## config.mk

```make
export PLATFORM = sky130hd
export DESIGN_NAME = mem_access_stage
export DESIGN_NICKNAME = d
export VERILOG_FILES = /design/src/rtl/mem_access_stage.sv
export SDC_FILE = /design/constraint.sdc
export NUM_CORES = 1
export LEC_CHECK = 0
export ABC_CLOCK_PERIOD_IN_PS = 2000
export BUFFER_PORTS_ARGS = -buffer_cell sky130_fd_sc_hd__buf_2
export CORE_ASPECT_RATIO = 0.7
export CORE_MARGIN = 4
export CORE_UTILIZATION = 30
export DETAILED_ROUTE_END_ITERATION = 16
export PLACE_DENSITY = 0.56
export SYNTH_ARGS = -nofsm -noshare
export SYNTH_HDL_FRONTEND = slang
export SYNTH_SLANG_ARGS = --single-unit
export TNS_END_PERCENT = 5
```

## constraint.sdc

```tcl
create_clock -name clk -period 2 [get_ports clk]
set_clock_uncertainty 0.05 [all_clocks]
set_input_delay 0.5 -clock clk [delete_from_list [all_inputs] [get_ports clk]]
set_output_delay 0.5 -clock clk [all_outputs]
set_load 0.1 [all_outputs]
```

## src/rtl/mem_access_stage.sv

```systemverilog
// Memory-access pipeline stage: IDLE/BUSY/DONE handshake to a data memory with byte lanes, load extension and timeout.
// Optional build macro MISALIGN_TRAP_EN: trap misaligned H/W accesses instead of issuing them.
module mem_access_stage #(
  parameter int unsigned MEM_TIMEOUT = 255
) (
  input  logic        clk,
  input  logic        rst_n,
  input  logic [31:0] ALUResult_m,
  input  logic [31:0] WriteData_m,
  input  logic        MemRead_m,
  input  logic        MemWrite_m,
  input  logic [2:0]  funct3_m,
  output logic        dmem_req,
  output logic        dmem_we,
  output logic [31:0] dmem_addr,
  output logic [31:0] dmem_wdata,
  output logic [3:0]  dmem_be,
  input  logic        dmem_ack,
  input  logic [31:0] dmem_rdata,
  output logic [31:0] ReadData_m,
  output logic        mem_stall,
  output logic        bus_err_m,
  output logic        misalign_m
);

  typedef enum logic [1:0] {IDLE, BUSY, DONE} state_t;

  localparam logic [7:0] LAST_WAIT = 8'(MEM_TIMEOUT - 1);

  state_t      state_reg;
  logic [7:0]  wait_cnt_reg;
  logic [1:0]  off_reg;
  logic [2:0]  funct3_reg;
  logic        load_reg;
  logic [31:0] rdata_reg;
  logic        err_reg;
  logic        req_reg;
  logic        we_reg;
  logic [31:0] addr_reg;
  logic [31:0] wdata_reg;
  logic [3:0]  be_reg;

  logic        access;
  logic        trap;
  logic        start;
  logic [3:0]  be_next;
  logic [31:0] wdata_next;
  logic [31:0] load_ext;
  logic [7:0]  load_byte;
  logic [15:0] load_half;

  assign access = MemRead_m | MemWrite_m;

`ifdef MISALIGN_TRAP_EN
  assign trap = (state_reg == IDLE) && access &&
                (((funct3_m[1:0] == 2'b01) && ALUResult_m[0]) ||
                 ((funct3_m[1:0] == 2'b10) && (ALUResult_m[1:0] != 2'b00)));
`else
  assign trap = 1'b0;
`endif

  assign start = (state_reg == IDLE) && access && !trap;

  always_comb begin
    be_next    = 4'b1111;
    wdata_next = WriteData_m;
    case (funct3_m[1:0])
      2'b00: begin
        be_next    = 4'b0001 << ALUResult_m[1:0];
        wdata_next = {4{WriteData_m[7:0]}};
      end
      2'b01: begin
        be_next    = ALUResult_m[1] ? 4'b1100 : 4'b0011;
        wdata_next = {2{WriteData_m[15:0]}};
      end
      default: begin
        be_next    = 4'b1111;
        wdata_next = WriteData_m;
      end
    endcase
  end

  // Lane selection uses the offset captured at issue, since dmem_addr drops the low bits.
  always_comb begin
    load_byte = dmem_rdata[7:0];
    case (off_reg)
      2'd0: load_byte = dmem_rdata[7:0];
      2'd1: load_byte = dmem_rdata[15:8];
      2'd2: load_byte = dmem_rdata[23:16];
      default: load_byte = dmem_rdata[31:24];
    endcase
    load_half = off_reg[1] ? dmem_rdata[31:16] : dmem_rdata[15:0];
    load_ext  = dmem_rdata;
    case (funct3_reg[1:0])
      2'b00:   load_ext = {{24{load_byte[7] & ~funct3_reg[2]}}, load_byte};
      2'b01:   load_ext = {{16{load_half[15] & ~funct3_reg[2]}}, load_half};
      default: load_ext = dmem_rdata;
    endcase
  end

  always_ff @(posedge clk or negedge rst_n) begin
    if (!rst_n) begin
      state_reg    <= IDLE;
      wait_cnt_reg <= 8'd0;
      off_reg      <= 2'd0;
      funct3_reg   <= 3'd0;
      load_reg     <= 1'b0;
      rdata_reg    <= 32'd0;
      err_reg      <= 1'b0;
      req_reg      <= 1'b0;
      we_reg       <= 1'b0;
      addr_reg     <= 32'd0;
      wdata_reg    <= 32'd0;
      be_reg       <= 4'd0;
    end else begin
      case (state_reg)
        IDLE: begin
          err_reg <= 1'b0;
          if (start) begin
            state_reg    <= BUSY;
            wait_cnt_reg <= 8'd0;
            req_reg      <= 1'b1;
            we_reg       <= MemWrite_m;
            addr_reg     <= {ALUResult_m[31:2], 2'b00};
            be_reg       <= be_next;
            wdata_reg    <= wdata_next;
            off_reg      <= ALUResult_m[1:0];
            funct3_reg   <= funct3_m;
            load_reg     <= ~MemWrite_m;
          end
        end
        BUSY: begin
          // Ack takes priority over a timeout landing in the same cycle.
          if (dmem_ack) begin
            state_reg <= DONE;
            req_reg   <= 1'b0;
            we_reg    <= 1'b0;
            rdata_reg <= load_reg ? load_ext : 32'd0;
            err_reg   <= 1'b0;
          end else if (wait_cnt_reg == LAST_WAIT) begin
            state_reg <= DONE;
            req_reg   <= 1'b0;
            we_reg    <= 1'b0;
            rdata_reg <= 32'd0;
            err_reg   <= 1'b1;
          end else begin
            wait_cnt_reg <= wait_cnt_reg + 8'd1;
          end
        end
        DONE: begin
          state_reg <= IDLE;
          err_reg   <= 1'b0;
        end
        default: state_reg <= IDLE;
      endcase
    end
  end

  assign dmem_req   = req_reg;
  assign dmem_we    = we_reg;
  assign dmem_addr  = addr_reg;
  assign dmem_wdata = wdata_reg;
  assign dmem_be    = be_reg;

  // Combinational flags are masked while reset is held so the pipeline sees a quiet stage.
  assign mem_stall  = rst_n && (start || (state_reg == BUSY));
  assign misalign_m = rst_n && trap;
  assign ReadData_m = (state_reg == DONE) ? rdata_reg : 32'd0;
  assign bus_err_m  = (state_reg == DONE) && err_reg;

endmodule

```

**Word-level counts from Yosys, hierarchy flattened**

Index checks and enable logic that the tools add are counted.

- Register bits after elaboration: 117
- Bits of input ports: 104
- Word-level logic and storage cells: 75

- Equal/unequal tests: 11
- Multiplexer cells: 27
- Shifts and indexed selects: 1
- $add $sub $neg: 1
- Bitwise operators: 5
- Reduce and logical (&&, ||, !) cells: 18

Operators by type and width:

| operator | number |
|---|---|
| two-way mux 32 bit | 4 |
| one-hot mux 32 bit (2 select lines) | 2 |
| two-way mux 8 bit | 3 |
| one-hot mux 8 bit (3 select lines) | 1 |
| two-way mux 16 bit | 1 |
| one-hot mux 8 bit (2 select lines) | 1 |
| adder 8 x 1 -> 8 bit (second input constant) | 1 |
| == test 2 x 1 -> 1 bit (second input constant) | 4 |
| == test 8 bit (second input constant) | 1 |
| zero test 2 bit | 4 |
| one-hot mux 4 bit (2 select lines) | 1 |
| AND reduction 2 bit | 4 |
| two-way mux 1 bit | 6 |
| two-way mux 2 bit | 3 |
| != test 2 bit (second input constant) | 3 |
| one-hot mux 1 bit (2 select lines) | 3 |
| nonzero test 2 bit | 3 |
| == test 2 bit (second input constant) | 2 |
| two-way mux 4 bit | 1 |
| one-hot mux 2 bit (2 select lines) | 1 |
| AND reduction 4 bit | 1 |
| << shifter 1 x 2 -> 4 bit (first input constant) | 1 |
| logical AND 1 bit | 3 |
| != test 3 bit (second input constant) | 1 |
| 6 further kinds | 8 |

**Logic depth before layout (Yosys ltp)**

- Depth after elaboration: 6
- Depth in mapped cells: 7

**Worst setup path after synthesis**

OpenSTA, ideal clock, no wires.

- Path kind: reg-to-output
- From: register state_reg[0]
- To: output mem_stall
- Path slack: -1899 ps
- Buffers on the path: 3
- Stages on the path, launching flop included: 7
- Arrival time: 3349 ps
- Data required time: 1450 ps
- Cells stage by stage: dfrtp_1 > buf_2 > nor2_1 > o21ai_0 > clkbuf_1 > clkbuf_1 > a21boi_0

- Word-level cells in the longest chain between the ends: 4

RTL lines:

| what | RTL line | text |
|---|---|---|
| from (decl) | 30 | `state_t state_reg;` |
| from (signal assigned) | 103 | `state_reg <= IDLE;` |
| from (signal assigned) | 120 | `state_reg <= BUSY;` |
| from (signal assigned) | 135 | `state_reg <= DONE;` |
| zero test 2 bit | 62 | `assign start = (state_reg == IDLE) && access && !trap;` |
| logical AND 1 bit | 62 |  |
| logical OR 1 bit (*) | 166 | `assign mem_stall = rst_n && (start \|\| (state_reg == BUSY));` |
| logical AND 1 bit (*) | 166 |  |
| to (decl) | 21 | `output logic mem_stall,` |

Every way passes the cells marked *; elsewhere a longest branch is shown, timed or not.

**Worst setup path after layout**

- From: register state_reg[1]
- To: output ReadData_m[15]

- Word-level cells in the longest chain between the ends: 2

RTL lines:

| what | RTL line | text |
|---|---|---|
| == test 2 bit | 168 | `assign ReadData_m = (state_reg == DONE) ? rdata_reg : 32'd0;` |
| two-way mux 32 bit | 168 |  |
| to (decl) | 20 | `output logic [31:0] ReadData_m,` |

No other way between the ends.

==> results.json <==
{
  "outcome": "finished with violations",
  "violations": "setup timing",
  "place_congestion": 0.8195,
  "fillers": 1778,
  "antenna_found_initial": 0,
  "dp_hpwl_um": 12360,
  "clkLatencyLatePin_ns": 0.41,
  "fmax_mhz": 467.3,
  "core_um2": 18210,
  "final-seq-area_um2": 2930,
  "die_area_um2": 21050,
  "n_antenna_cell": 0,
  "overflow": 0,
  "rows": 41,
  "crit_required_ns": 1.45,
  "crit_arrival_ns": 1.59,
  "final_nets": 926,
  "relSlewSlack": 0.4353,
  "synth-seq-cells": 117,
  "yosys.area.top_type": "dfrtp_1",
  "synthTopCellsByArea": "dfrtp_1 52%, nand2_1 12%, mux2i_1 5.7%",
  "first_pass_iters": 6,
  "vias": 5087,
  "areaGrowthSynthToFinish_pct": 48.97,
  "drt_wl_total_um": 17610,
  "grt_max_degree": 118,
  "fin_ws_ns": -0.1398,
  "setup_violations": 50,
  "post-route-period-util": 1.070,
  "cp_max_fo": 6,
  "rr_endpoint": "rdata_reg[30]$_DFFE_PN0P_",
  "io_buffers": 205,
  "tightest_slew_ns": 0.8407,
  "final-max-slew-violation-count": 0,
  "synth_cell_types": 52,
  "synth_top_cell_area_share": 0.5203,
  "multiInputGateArea_um2": 2581,
  "pre_cts_slack_ns": -0.01978,
  "cts_tree": "done",
  "grt_pass1_vias": 5107,
  "hold_path.class": "input port to async pin",
  "grt_usage": 0.1678,
  "chipHeight_um": 122.6,
  "ys_seq_area_frac": 0.5203,
  "wl_per_cell_um": 16.49,
  "grt_pass1_wl_um": 27510,
  "holdWs_ns": 0.03960,
  "worstSetupPathType": "flip-flop to primary output",
  "cts.sinks": 117,
  "rr_worst_depth": 6,
  "htreeDepth": 4,
  "cts_made_buffers": 17,
  "layout_min_cycle_time_ns": 2.140,
  "via_per_inst": 4.763,
  "die_x_um": 171.7,
  "drive_gt1_frac": 0.3846,
  "synth-async-reset-ratio": 1.000,
  "syn-mean-instance-area_um2": 9.362,
  "drc": 0,
  "final_cell_area_um2": 8382,
  "synth_ff_type": "dfrtp_1",
  "synth_warnings": 0,
  "ctsLongestPathBuffers": 2,
  "rsz0062_at_grt": "true",
  "worst-r2r-setup-slack_ns": -0.07,
  "start_util": 0.3090,
  "hold_viol": 0,
  "drv_cap": 0,
  "synth_edf_count": 0,
  "ant_nets": 0,
  "initialDrtViolationCount": 289,
  "dpl_cell_area_um2": 7541,
  "clkTransAtPathRegs_ns": 0.05,
  "r2r-start": "state_reg[1]$_DFFE_PN0P_",
  "syn-instance-count": 601,
  "synthesis.area_um2": 5627,
  "io_pins": 209,
  "fin_setup_tns_ns": -5.268,
  "end_kind": "primary output",
  "clockRootBuffer": "clkbuf_16",
  "start_kind": "flip-flop"
}
## through the flow
stage               std cells  utilization
finish                   1068       0.4603
global route             1068       0.4603
CTS                      1067       0.4594
detailed placement       1025       0.4141
global placement         1025       0.4141
floorplan                 603            -
## Yosys cell counts (2+ instances only)
| master | n |
|---|---|
| mux2_2 | 2 |
| dfrtp_1 | 117 |
| o2111ai_1 | 8 |
| and2_1 | 34 |
| mux2i_1 | 32 |
| a311oi_1 | 6 |
| nand3_1 | 5 |
| nor2_1 | 25 |
| buf_4 | 3 |
| buf_2 | 5 |
| a21o_1 | 2 |
| o31ai_1 | 6 |
| o21ai_0 | 50 |
| o22ai_1 | 3 |
| nand3b_1 | 7 |
| nand2_1 | 173 |
| a21oi_1 | 21 |
| inv_1 | 10 |
| a221o_1 | 17 |
| nor2b_1 | 2 |
| clkbuf_1 | 33 |
| xor2_1 | 2 |
| buf_6 | 3 |
| nor3_1 | 2 |
| o211ai_1 | 2 |
| nand2b_1 | 3 |
| ha_1 | 2 |
| o21a_1 | 2 |
## layout make-up
type / count / area share
clock buffers: 22 / 0.05538
multi-input cells: 431 / 0.3080
well taps: 236 / 0.03523
clock inverters: 9 / 0.01523
repair buffers: 242 / 0.2317
flip-flops and latches: 117 / 0.3496
inverters: 11 / 0.004926
## what timing repair did
item / CTS / global route
gates resized for setup: 51 / 2
hold buffers: 0 / 0
endpoints found under the setup margin: 34 / 50
gates cloned: 4 / 0
pin swaps: 8 / 8
buffers inserted: 7 / 1
## how the worst max path moves through the flow
stage	startpoint	to	slack [ns]	cells after the start
final	state_reg[1]$_DFFE_PN0P_	ReadData_m[15]	-0.14	6
after global routing	state_reg[1]$_DFFE_PN0P_	ReadData_m[7]	-0.19	6
after CTS	state_reg[1]$_DFFE_PN0P_	ReadData_m[14]	-0.15	6
after detailed placement	dmem_rdata[23]	rdata_reg[17]$_DFFE_PN0P_	-0.02	5
after global placement	dmem_rdata[23]	rdata_reg[28]$_DFFE_PN0P_	-0.002	5
after floorplan	state_reg[1]$_DFFE_PN0P_	ReadData_m[11]	-0.25	4
## cells in the final DEF, fill, tap and decap left out, drive strengths merged, types with 2 or more instances in the layout
cell type and instances:
nand3b 7, clkinv 4, mux2 2, conb 3, nand4 2, clkinvlp 3
nor2b 2, a311oi 6, nor3 2, clkbuf 22, mux2i 33, a221o 17
o21ai 50, inv 10, a21o 2, o211ai 2, ha 2, bufinv 3
buf 242, o2111ai 8, nand3 6, o22ai 3, dfrtp 117, a21oi 21
nor2 25, and2 34, nand2b 3, nand2 173, o21a 2, xor2 2
o31ai 6
## cell families (layout without fill, tap and decap cells)
group	Yosys count	in the layout	synth area share
AO/OA/AOI/OAI	125	125	0.1468
XOR/XNOR	3	3	0.004671
adder cells (fa/ha/maj)	2	2	0.004447
buffers and inverters	55	284	0.04381
flip-flops	117	117	0.5203
multiplexers	36	36	0.06893
other	1	3	0.0006665
AND/OR/NAND/NOR	262	262	0.2104
## layer usage
| metal | vias up | share of wire | global-route usage |
|---|---|---|---|
| met5 | - | 0 | 0 |
| met3 | 18 | 0.10 | 0.07373 |
| li1 | 2501 | - | - |
| met2 | 204 | 0.42 | 0.2392 |
| met4 | 0 | 0.012 | 0.05393 |
| met1 | 2364 | 0.46 | 0.2288 |
## worst max-delay path, stage by stage, from the launching register on
cell	delay (ns)
dfrtp_2	0.41
inv_2	0.07
nor2_4	0.10
buf_12	0.14
buf_8	0.13
and2_4	0.15
buf_12	0.16
Power is not shown: default switching activity piles up to over one toggle a cycle in this logic, so the estimate is an artifact.
